$ cat src/rtl/fetch_pkg.sv
// Shared types for the instruction fetch stage.
// Used by fetch_buffer and fetch_unit.
package fetch_pkg;

    localparam int XLEN = 32;
    localparam int ILEN = 32;

    typedef enum logic [1:0] {
        FETCH,
        WAIT,
        DRAIN,
        HALT
    } fetch_state_e;

    typedef struct packed {
        logic [XLEN-1:0] pc;
        logic [ILEN-1:0] inst;
    } fetch_entry_t;

endpackage

$ cat src/rtl/fetch_buffer.sv
// Small FIFO of {pc, inst} pairs between fetch and decode.
// Head output holds its last value while the FIFO is empty.
module fetch_buffer
    import fetch_pkg::*;
#(
    parameter int DEPTH = 2,
    localparam int AW = $clog2(DEPTH),
    localparam int CW = AW + 1
) (
    input  logic         clk,
    input  logic         rst_n,
    input  logic         push,
    input  logic         pop,
    input  logic         flush,
    input  fetch_entry_t din,
    output fetch_entry_t head,
    output logic         valid,
    output logic [CW-1:0] count
);

    fetch_entry_t  mem [DEPTH];
    fetch_entry_t  hold_q;
    logic [AW-1:0] rd_ptr;
    logic [AW-1:0] wr_ptr;
    logic [CW-1:0] cnt;
    logic          do_push;
    logic          do_pop;

    assign valid   = (cnt != '0);
    assign count   = cnt;
    assign do_pop  = pop && valid && !flush;
    assign do_push = push && !flush && ((cnt != CW'(DEPTH)) || do_pop);
    assign head    = valid ? mem[rd_ptr] : hold_q;

    always_ff @(posedge clk) begin
        if (do_push) begin
            mem[wr_ptr] <= din;
        end
    end

    always_ff @(posedge clk or negedge rst_n) begin
        if (!rst_n) begin
            rd_ptr <= '0;
            wr_ptr <= '0;
            cnt    <= '0;
            hold_q <= '0;
        end else begin
            hold_q <= head;
            if (flush) begin
                rd_ptr <= '0;
                wr_ptr <= '0;
                cnt    <= '0;
            end else begin
                if (do_push) begin
                    wr_ptr <= wr_ptr + 1'b1;
                end
                if (do_pop) begin
                    rd_ptr <= rd_ptr + 1'b1;
                end
                unique case ({do_push, do_pop})
                    2'b10:   cnt <= cnt + 1'b1;
                    2'b01:   cnt <= cnt - 1'b1;
                    default: cnt <= cnt;
                endcase
            end
        end
    end

endmodule

$ cat src/rtl/fetch_unit.sv
// Instruction fetch stage: PC, single-outstanding imem port, decode buffer.
// Define FETCH_MISALIGN_CHECK_EN to trap misaligned redirects into HALT.
module fetch_unit
    import fetch_pkg::*;
#(
    parameter logic [31:0] RESET_PC  = 32'h0000_0000,
    parameter int          BUF_DEPTH = 2
) (
    input  logic        clk,
    input  logic        rst_n,
    output logic        imem_req,
    output logic [31:0] imem_addr,
    input  logic        imem_gnt,
    input  logic        imem_rvalid,
    input  logic [31:0] imem_rdata,
    input  logic        redirect_valid,
    input  logic [31:0] redirect_addr,
    output logic        inst_valid,
    input  logic        inst_ready,
    output logic [31:0] inst_pc,
    output logic [31:0] inst_data
`ifdef FETCH_MISALIGN_CHECK_EN
    ,
    output logic        misalign_err
`endif
);

    localparam int CW = $clog2(BUF_DEPTH) + 1;

    fetch_state_e  state_q;
    fetch_state_e  state_d;
    logic [31:0]   pc_q;
    logic [31:0]   pc_d;
    logic [31:0]   opc_q;
    logic          started_q;
    logic          issue;
    logic          push;
    logic          pop;
    logic          redir_bad;
    logic [31:0]   redir_pc;
    logic [CW-1:0] count;
    fetch_entry_t  head;
    fetch_entry_t  din;

`ifdef FETCH_MISALIGN_CHECK_EN
    assign redir_pc  = redirect_addr;
    assign redir_bad = redirect_valid && (redirect_addr[1:0] != 2'b00);
`else
    assign redir_pc  = {redirect_addr[31:2], 2'b00};
    assign redir_bad = 1'b0;
`endif

    always_ff @(posedge clk or negedge rst_n) begin
        if (!rst_n) begin
            state_q   <= FETCH;
            pc_q      <= RESET_PC;
            opc_q     <= '0;
            started_q <= 1'b0;
        end else begin
            state_q   <= state_d;
            pc_q      <= pc_d;
            started_q <= 1'b1;
            if (issue) begin
                opc_q <= pc_q;
            end
        end
    end

    // A redirect leaves DRAIN only if no response is still in flight.
    always_comb begin
        state_d = state_q;
        pc_d    = pc_q;
        if (redir_bad) begin
            state_d = HALT;
        end else if (redirect_valid && state_q != HALT) begin
            pc_d = redir_pc;
            if (issue) begin
                state_d = DRAIN;
            end else if (state_q != FETCH && !imem_rvalid) begin
                state_d = DRAIN;
            end else begin
                state_d = FETCH;
            end
        end else begin
            unique case (1'b1)
                state_q == FETCH: begin
                    if (issue) begin
                        state_d = WAIT;
                        pc_d    = pc_q + 32'd4;
                    end
                end
                state_q == WAIT,
                state_q == DRAIN: begin
                    if (imem_rvalid) begin
                        state_d = FETCH;
                    end
                end
                default: state_d = state_q;
            endcase
        end
    end

    always_comb begin
        imem_req = 1'b0;
        if (state_q == FETCH && started_q) begin
            imem_req = (count < CW'(BUF_DEPTH));
        end
    end

    assign imem_addr = pc_q;
    assign issue     = imem_req && imem_gnt;
    assign push      = (state_q == WAIT) && imem_rvalid && !redirect_valid;
    assign pop       = inst_valid && inst_ready && !redirect_valid;
    assign din.pc    = opc_q;
    assign din.inst  = imem_rdata;
    assign inst_pc   = head.pc;
    assign inst_data = head.inst;

`ifdef FETCH_MISALIGN_CHECK_EN
    always_ff @(posedge clk or negedge rst_n) begin
        if (!rst_n) begin
            misalign_err <= 1'b0;
        end else if (redir_bad) begin
            misalign_err <= 1'b1;
        end
    end
`endif

    fetch_buffer #(
        .DEPTH (BUF_DEPTH)
    ) u_buf (
        .clk   (clk),
        .rst_n (rst_n),
        .push  (push),
        .pop   (pop),
        .flush (redirect_valid),
        .din   (din),
        .head  (head),
        .valid (inst_valid),
        .count (count)
    );

endmodule
$ cat config.mk
export PLATFORM = sky130hd
export DESIGN_NAME = fetch_unit
export DESIGN_NICKNAME = d
export VERILOG_FILES = /design/src/rtl/fetch_pkg.sv /design/src/rtl/fetch_buffer.sv /design/src/rtl/fetch_unit.sv
export SDC_FILE = /design/constraint.sdc
export NUM_CORES = 1
export LEC_CHECK = 0
export ABC_AREA = 1
export BUFFER_PORTS_ARGS = -buffer_cell sky130_fd_sc_hd__buf_2
export CAP_MARGIN = 5
export CORE_ASPECT_RATIO = 1.25
export CORE_MARGIN = 3
export CORE_UTILIZATION = 45
export CTS_CLUSTER_SIZE = 24
export DETAILED_ROUTE_END_ITERATION = 16
export GPL_TIMING_DRIVEN = 0
export PLACE_DENSITY_LB_ADDON = 0.05
export SYNTH_ARGS = -nofsm -noshare
export SYNTH_HDL_FRONTEND = slang
export SYNTH_SLANG_ARGS = --single-unit
$ cat constraint.sdc
create_clock -name clk -period 7.7 [get_ports clk]
set_input_delay 1.54 -clock clk [delete_from_list [all_inputs] [get_ports clk]]
set_output_delay 1.54 -clock clk [all_outputs]
set_load 0.01 [all_outputs]
# Yosys cells after proc, flatten, opt, wreduce, memory -nomap -nowiden
# Memories as Yosys holds them, arrays and structs flattened.
# Cells that the tools add are included.
# totals
regBits,135
mem_bits_rw,128
inputBits,70
elab_cells,70
memories,1
# op_classes
add_sub_neg,5
order_cmp,1
n_eq_ne,8
muxes,19
reduce_logical,27
# mem_list
name,depth,word_bits,rd,rd_clocked_by_memory_dff,wr,line,source
u_buf.mem,2,64,1,0,1,fetch_buffer.sv:21,fetch_entry_t mem [DEPTH];
# op_table
op,n
$mux W32,3
$mux W64,1
$add A32 B3 Y32 const B,1
$logic_and A1 B1 Y1,12
$mux W2,6
$reduce_bool A2 Y1,6
$pmux W2 S2,2
$mux W1,7
$ne A3 B3 Y1 const B,2
$reduce_bool A3 Y1,2
$eq A2 B1 Y1 const B,2
$eq A2 B2 Y1 const B,2
$ne A2 B2 Y1 const B,2
$reduce_and A3 Y1,1
$add A1 B1 Y1 const B,2
$add A2 B1 Y2 const B,1
$logic_not A1 Y1,2
$logic_not A2 Y1,1
$lt A2 B2 Y1 const B,1
$reduce_and A2 Y1,1
$reduce_or A2 Y1,1
$sub A2 B1 Y2 const B,1
$logic_or A1 B1 Y1,1

# Logic depth before layout (Yosys ltp)
# Gate-level depths: netlist (run 1).
# logic_depth
depth_word,10
ltp_mapped,11

# Cells and area by module
# Synthesis (run 1) repeated with hierarchy kept, for this count alone.
# hier_totals
cells_unflattened,1000
hier_area_um2,10986.8
# modules_own_cells
module,n_inst,cells_per_inst,area_per_inst_um2,seq_area_each_um2
fetch_buffer,1,517,7423.4,5545.3
fetch_unit,1,483,3563.4,1576.5

# Worst setup path after synthesis (run 1)
# Ideal clock, no wire load.
# synth_path
path_type,input to register
from,input port imem_rvalid
to,"memory u_buf.mem[1][0] (netlist name), enable pin"
setup_ns,0.559
arrival_time_ns,5.936
t_required_ns,7.141
path_slack_ns,1.205
stages,4
path_buffers,0
cell_sequence,nand2_1 > inv_1 > o21ai_1 > nor3_1
# synth_via
elab_chain_len,6
# synth_lines
item,line,source
start: declaration,fetch_unit.sv:14,"input logic imem_rvalid,"
$logic_and A1 B1 Y1 (2 in series),fetch_unit.sv:112,assign push = (state_q == WAIT) && imem_rvalid && !redirect_valid;
$logic_and A1 B1 Y1 (2 in series),fetch_buffer.sv:32,assign do_push = push && !flush && ((cnt != CW'(DEPTH)) || do_pop);
$mux W1,fetch_buffer.sv:36,if (do_push) begin
$mux W1 (not written as such),fetch_buffer.sv:37,mem[wr_ptr] <= din;
end: declaration,fetch_buffer.sv:21,
# No other way between the ends.

# Worst setup path in the final report (run 1)
# layout_path
from,register u_buf.rd_ptr
to,output port inst_pc[17]
# layout_via
elab_chain_len,2
# layout_lines
item,line,source
start: declaration,fetch_buffer.sv:23,logic [AW-1:0] rd_ptr;
start signal: assignment,fetch_buffer.sv:58,rd_ptr <= rd_ptr + 1'b1;
$mem_v2 Z2 W64,-,
$mux W64,fetch_buffer.sv:33,assign head = valid ? mem[rd_ptr] : hold_q;
end: declaration,fetch_unit.sv:20,"output logic [31:0] inst_pc,"
# No other way between the ends.

==> impl_metrics.json, run 1 <==
{
  "placed_cell_area_mm2": 0.01172,
  "synth_cell_types": 36,
  "ios": 168,
  "cts_buffers": 26,
  "clk_latency_ns": 0.52,
  "power_density_mw_per_mm2": 324.3,
  "synth_mux_area_share_pct": 0.3239,
  "initial_utilization_pct": 46.32,
  "hold_viol": 0,
  "critPathKind": "flop to output pin",
  "cts_setup_buffers": 0,
  "synth_top_cell_area_share_pct": 35.70,
  "hpwl_um": 17940,
  "syn_avg_cell_area_um2": 10.51,
  "yosysTopAreaCell": "edfxtp_1",
  "fin_crit_sh_pct": 50.81,
  "drt_iter0_markers": 369,
  "nNetsFinal": 1265,
  "synth_async_sr_flop_share_pct": 51.37,
  "postLayoutCellArea_mm2": 0.01254,
  "synth_top_family_by_area": "simple AND/OR/NAND/NOR gates",
  "grt_antenna_before_repair": 0,
  "synth-seq-area-share_pct": 67.14,
  "die-area_mm2": 0.02505,
  "synth_compound_area_share_pct": 7.139,
  "grt.total_usage_pct": 19.56,
  "max_freq_mhz": 255.6,
  "dp.cells": 1446,
  "cts_resized": 0,
  "grt_max_degree": 75,
  "grt_pass1_wl_um": 38400,
  "tightest_slew_ns": 0.8282,
  "multi_input_comb_area_mm2": 0.002989,
  "drv_slew": 0,
  "slowest_stage": "clkbuf_1",
  "ir_drop_v": 0.0001940,
  "crit_chain": "buf_2, inv_2, clkbuf_1, nand2_1, a31oi_1, buf_2",
  "routed_via_density": 4.912,
  "dieWidth_um": 142.2,
  "fillCellCount": 2055,
  "crit_path_end_kind": "output pin",
  "cp.required_ns": 6.16,
  "ant_nets": 0,
  "finalNonFillerCells": 1495,
  "yosysMostFrequentCell": "nand2_1",
  "synthSimpleGateAreaFrac_pct": 20.06,
  "cts_buffer_depth": 3,
  "min_path_type": "flop to flop",
  "synth-edff-count": 124,
  "grt_pass1_vias": 7219,
  "synth-main-ff-cell": "dfrtp_1",
  "cpMostUsedCell": "buf_2",
  "timing.slew.headroom_pct": 44.49,
  "vias": 7344,
  "cts_hold_repair.buffers": 0,
  "crit_path_start_kind": "flop",
  "cp_max_fo": 10,
  "period_needed_ns": 3.912,
  "drv_cap": 0,
  "synth_fa_ha_area_share_pct": 0.4799,
  "cts_tree": "built",
  "wl_per_cell_um": 16.72,
  "io_buffers": 163,
  "cpPeakStageDelay_ns": 0.43,
  "synth_seq_cells": 255,
  "cp.arrival_ns": 2.37,
  "rsz0062_at_grt": "false",
  "synthTopCellsByArea": "edfxtp_1, dfrtp_1, nand2_1",
  "netlist_area_mm2": 0.01043,
  "synth-xor-area-share_pct": 0.5039,
  "rows": 61,
  "synth_warnings": 0,
  "area_growth_pct": 20.23,
  "yosys-top-cells-count": "nand2_1, dfrtp_1, edfxtp_1, nor2_1, a31oi_1",
  "clk_pin_slew_ns": 0.06,
  "routabilityCongestion": 0.8834,
  "ctsHtreeMaxLevel": 1,
  "globalRoute.totalOverflow": 0,
  "leakage_nw": 5.475,
  "fp.dieH_um": 176.2,
  "drc": 0,
  "cts-root-buf": "clkbuf_16",
  "setup_viol": 0,
  "status": "complete, no violations",
  "wl_um": 25000,
  "first_pass_iters": 4,
  "final_layout_size_suffix_gt1_share_pct": 22.96,
  "syn_inst": 992,
  "core-area_mm2": 0.02252,
  "skew_ns": 0.01251,
  "numClockSinks": 255,
  "final-seq-area_mm2": 0.007002
}
[cell type report]
class / count / area share, %
Timing Repair Buffer: 170 / 7.345
Multi-Input combinational cell: 636 / 23.84
Buffer: 43 / 1.796
Clock inverter: 17 / 0.9580
Antenna cell: 1 / 0.01996
Inverter: 59 / 1.786
Clock buffer: 31 / 5.588
Sequential cell: 255 / 55.84
Tap cell: 283 / 2.824
[worst paths after layout]
path                                   start               end  slack [ns]  depth (start not counted)
max in group asynchronous              rst_n         opc_q[31]        5.88                          2
worst min-delay path               opc_q[25]  u_buf.mem[0][57]        0.47                          0
worst max-delay path            u_buf.rd_ptr       inst_pc[17]        3.79                          6
worst max register to register    state_q[1]  u_buf.mem[1][31]        5.19                         10
worst min register to register     opc_q[25]  u_buf.mem[0][57]        0.47                          0
min in group asynchronous              rst_n  u_buf.hold_q[26]        1.01                          1
[cell families after synthesis]
group,after synthesis
buffers and inverters,102
other,2
xor gates and xnor gates,6
AOI/OAI and AO/OA,129
muxes,3
DFF,255
adders and majority gates,4
and+or+nand+nor,491
[routing by layer]
metal	vias to the layer above	share of wire (%)	GRT usage, %
li1	3723	-	-
met1	3407	41	24.08
met2	182	52	35.24
met3	32	4.5	2.899
met4	0	2.5	6.240
met5	-	0	0
[where the power goes]
group          total (W)  internal [W]  leakage, nW  switching, W
clock network    0.00120      0.000685        0.400      0.000516
logic           0.000964      0.000344         2.40      0.000620
registers        0.00190       0.00174         2.68      0.000162
[registers in the layout (all words and copies together), names as in the netlist]
signal        cells
u_buf.mem       124
u_buf.count       2
u_buf.hold_q     64
u_buf.rd_ptr      1
u_buf.wr_ptr      1
imem_addr        30
opc_q            30
started_q         1
state_q           2
[through the flow]
step                      total power [W]  hold WS (ns)  utilization, %  TNS (ns)  setup WS [ns]
after floorplan                  0.002473        0.4366               -         0          1.205
after global placement           0.002888        0.4463           51.53   -106.49         -1.719
after detailed placement         0.002912        0.4536           52.03         0          4.060
after CTS                        0.004116        0.4735           55.68         0          3.748
after global routing             0.004300        0.4829           55.68         0          3.668
final                            0.004066        0.4698           55.69         0          3.788
[placed cells by master, fill, tap and decap left out, types with 4 or more instances in the layout]
cell type	synthesis	final
nand4_1	5	5
nor2_4	8	8
edfxtp_1	124	124
buf_6	1	7
clkbuf_1	17	20
nor2_2	5	5
nand2_1	288	288
nor2_1	122	122
inv_2	6	6
buf_2	15	177
clkinv_2	0	7
nand3_1	42	42
clkbuf_16	0	27
ha_1	4	4
nand2_2	9	9
o211ai_1	4	4
inv_1	53	52
a31oi_1	62	62
buf_4	10	10
a21oi_1	11	11
o21ai_0	45	45
clkinv_1	0	4
xor2_1	5	5
dfrtp_1	131	131
[critical path: cells and delay by family, from the launching register on]
| family | cells | cell delay (ns) |
|---|---|---|
| AO/OA/AOI/OAI | 1 | 0.40 |
| buffers and inverters | 4 | 1.01 |
| flip-flops | 1 | 0.35 |
| AND/OR/NAND/NOR | 1 | 0.10 |
Power figures use the tool's default switching activity.
==> run 2: changes to the inputs <==
Clock period 7.7 ns to 3.5 ns, I/O delays scaled along.
==> run 2 against run 1 <==
Setup slack got worse by 3.3 ns. Sequential share of layout area fell by 0.34 points. Register-to-register slack got worse by 3.9 ns. Total power rose by 120%. Combinational power rose by 120%. Via count fell by 0.11%. Largest cell class unchanged.
==> impl_metrics.json, run 2 (synthesis gave the netlist of run 1 again) <==
{
  "numClockSinks": 255,
  "core-area_mm2": 0.02252,
  "tightest_slew_ns": 0.8248,
  "first_pass_iters": 4,
  "cts_hold_repair.buffers": 0,
  "clk_latency_ns": 0.52,
  "skew_ns": 0.01185,
  "final_layout_size_suffix_gt1_share_pct": 22.75,
  "cts_buffer_depth": 3,
  "nNetsFinal": 1263,
  "vias": 7336,
  "finalSetupTns_ns": 0,
  "drt_iter0_markers": 237,
  "timing.slew.headroom_pct": 45.01,
  "hold_viol": 0,
  "finalNonFillerCells": 1493,
  "io_buffers": 163,
  "drv_slew": 0,
  "leakage_nw": 5.512,
  "globalRoute.totalOverflow": 0,
  "status": "complete, no violations",
  "ctsHtreeMaxLevel": 1,
  "p_int_w": 0.006303,
  "power.switching_w": 0.002827,
  "routed_via_density": 4.914,
  "ant_nets": 0,
  "grt.total_usage_pct": 19.52,
  "grt_pass1_vias": 7127,
  "cts-root-buf": "clkbuf_16",
  "ios": 168,
  "cp.arrival_ns": 2.33,
  "p_seq_share_pct": 45.8,
  "cts_setup_buffers": 0,
  "cts_resized": 0,
  "comb_power_share_pct": 23.2,
  "wl_per_cell_um": 16.55,
  "dieWidth_um": 142.2,
  "fp.dieH_um": 176.2,
  "area_growth_pct": 20.97,
  "drv_cap": 0,
  "rsz0062_at_grt": "false",
  "rows": 61,
  "place_ws_ns": 0.9462,
  "clkPwrFrac_pct": 31.0,
  "critPathKind": "flop to output pin",
  "switching_share_pct": 30.96,
  "die-area_mm2": 0.02505,
  "top_register": "u_buf.mem",
  "drc": 0,
  "crit_path_start_kind": "flop",
  "initial_utilization_pct": 46.32,
  "final_cell_mix": "nand2_1, buf_2, dfrtp_1",
  "placed_cell_area_mm2": 0.01172,
  "dp.cells": 1444,
  "period_needed_ns": 3.030,
  "largest_reg_flops": 124,
  "power_density_mw_per_mm2": 723.7,
  "grt_max_degree": 93,
  "wl_um": 24720,
  "ir_drop_v": 0.0003734,
  "cp_max_fo": 10,
  "fin_crit_sh_pct": 86.57,
  "postLayoutCellArea_mm2": 0.01262,
  "hpwl_um": 17910,
  "final_common_cell": "nand2_1",
  "grt_antenna_before_repair": 0,
  "setup_viol": 0,
  "clk_pin_slew_ns": 0.06,
  "min_path_type": "input port to async pin",
  "timing.final.ws_setup_ns": 0.4699,
  "cp.required_ns": 2.80,
  "power_w": 0.009130,
  "biggestRegsByFlops": "u_buf.mem: 124 flops, u_buf.hold_q: 64 flops",
  "reg2reg_slack_ns": 1.26,
  "routabilityCongestion": 0.8591,
  "cts_buffers": 26,
  "cts_tree": "built",
  "max_freq_mhz": 330.0,
  "crit_path_end_kind": "output pin",
  "grt_pass1_wl_um": 38180
}
-- run 2: changes by cell type in the layout (fill, tap and decap cells not counted), moves of 2 or more --
cell / change
bufinv_16: +2
clkbuf_8: +3
clkbuf_1: +3
buf_8: +2
clkinv_1: -2
buf_6: -5
clkinvlp_4: -2
clkinv_2: -4
-- run 2: per-layer routing --
layer  global-route usage, %  wire length (um)
met1                   23.75             10080
met2                   35.26             12760
met3                   2.763              1095
met4                   6.800               774
met5                       0                 0
-- run 2: final cells by class --
type	count	area, um^2
Multi-Input combinational cell	636	2995
Tap cell	283	354.1
Clock buffer	37	753.2
Timing Repair Buffer	168	922.1
Buffer	43	225.2
Antenna cell	1	2.502
Inverter	59	224.0
Sequential cell	255	7002
Clock inverter	11	137.6
Fill cell	2016	9899
-- run 2: power by group through the flow --
| stage | Clock, W | Combinational [W] | Sequential (W) |
|---|---|---|---|
| 2_1_floorplan | 0 | 0.00128 | 0.00416 |
| 3_3_place_gp | 0 | 0.00214 | 0.00422 |
| 3_5_place_dp | 0 | 0.00217 | 0.00424 |
| 4_1_cts | 0.00290 | 0.00217 | 0.00419 |
| 5_1_grt | 0.00303 | 0.00239 | 0.00426 |
| 6_report | 0.00283 | 0.00212 | 0.00418 |
-- run 2: worst max-delay path, stage by stage (launching register included) --
cell and delay [ns]:
dfrtp_1 0.35, buf_2 0.19, inv_2 0.19, clkbuf_1 0.45, nand2_1 0.10, a31oi_1 0.33
buf_2 0.20
-- run 2: per-stage QoR --
stage          hold slack [ns]  utilization [%]
3_5_place_dp            0.4536            52.06
2_1_floorplan           0.4044                -
4_1_cts                0.09108            56.02
5_1_grt                 0.1040            56.02
3_3_place_gp            0.4457            51.58
6_report               0.09465            56.03
-- run 2: path summary, 6_finish.rpt --
path                          startpoint          endpoint  cells after the start
min                                rst_n  u_buf.hold_q[24]                      1
min in group clk           imem_rdata[4]   u_buf.mem[0][4]                      1
min reg2reg                    opc_q[13]  u_buf.mem[1][45]                      0
max                         u_buf.rd_ptr       inst_pc[27]                      6
max reg2reg                   state_q[1]   u_buf.mem[1][1]                      8
max in group asynchronous          rst_n         opc_q[22]                      2
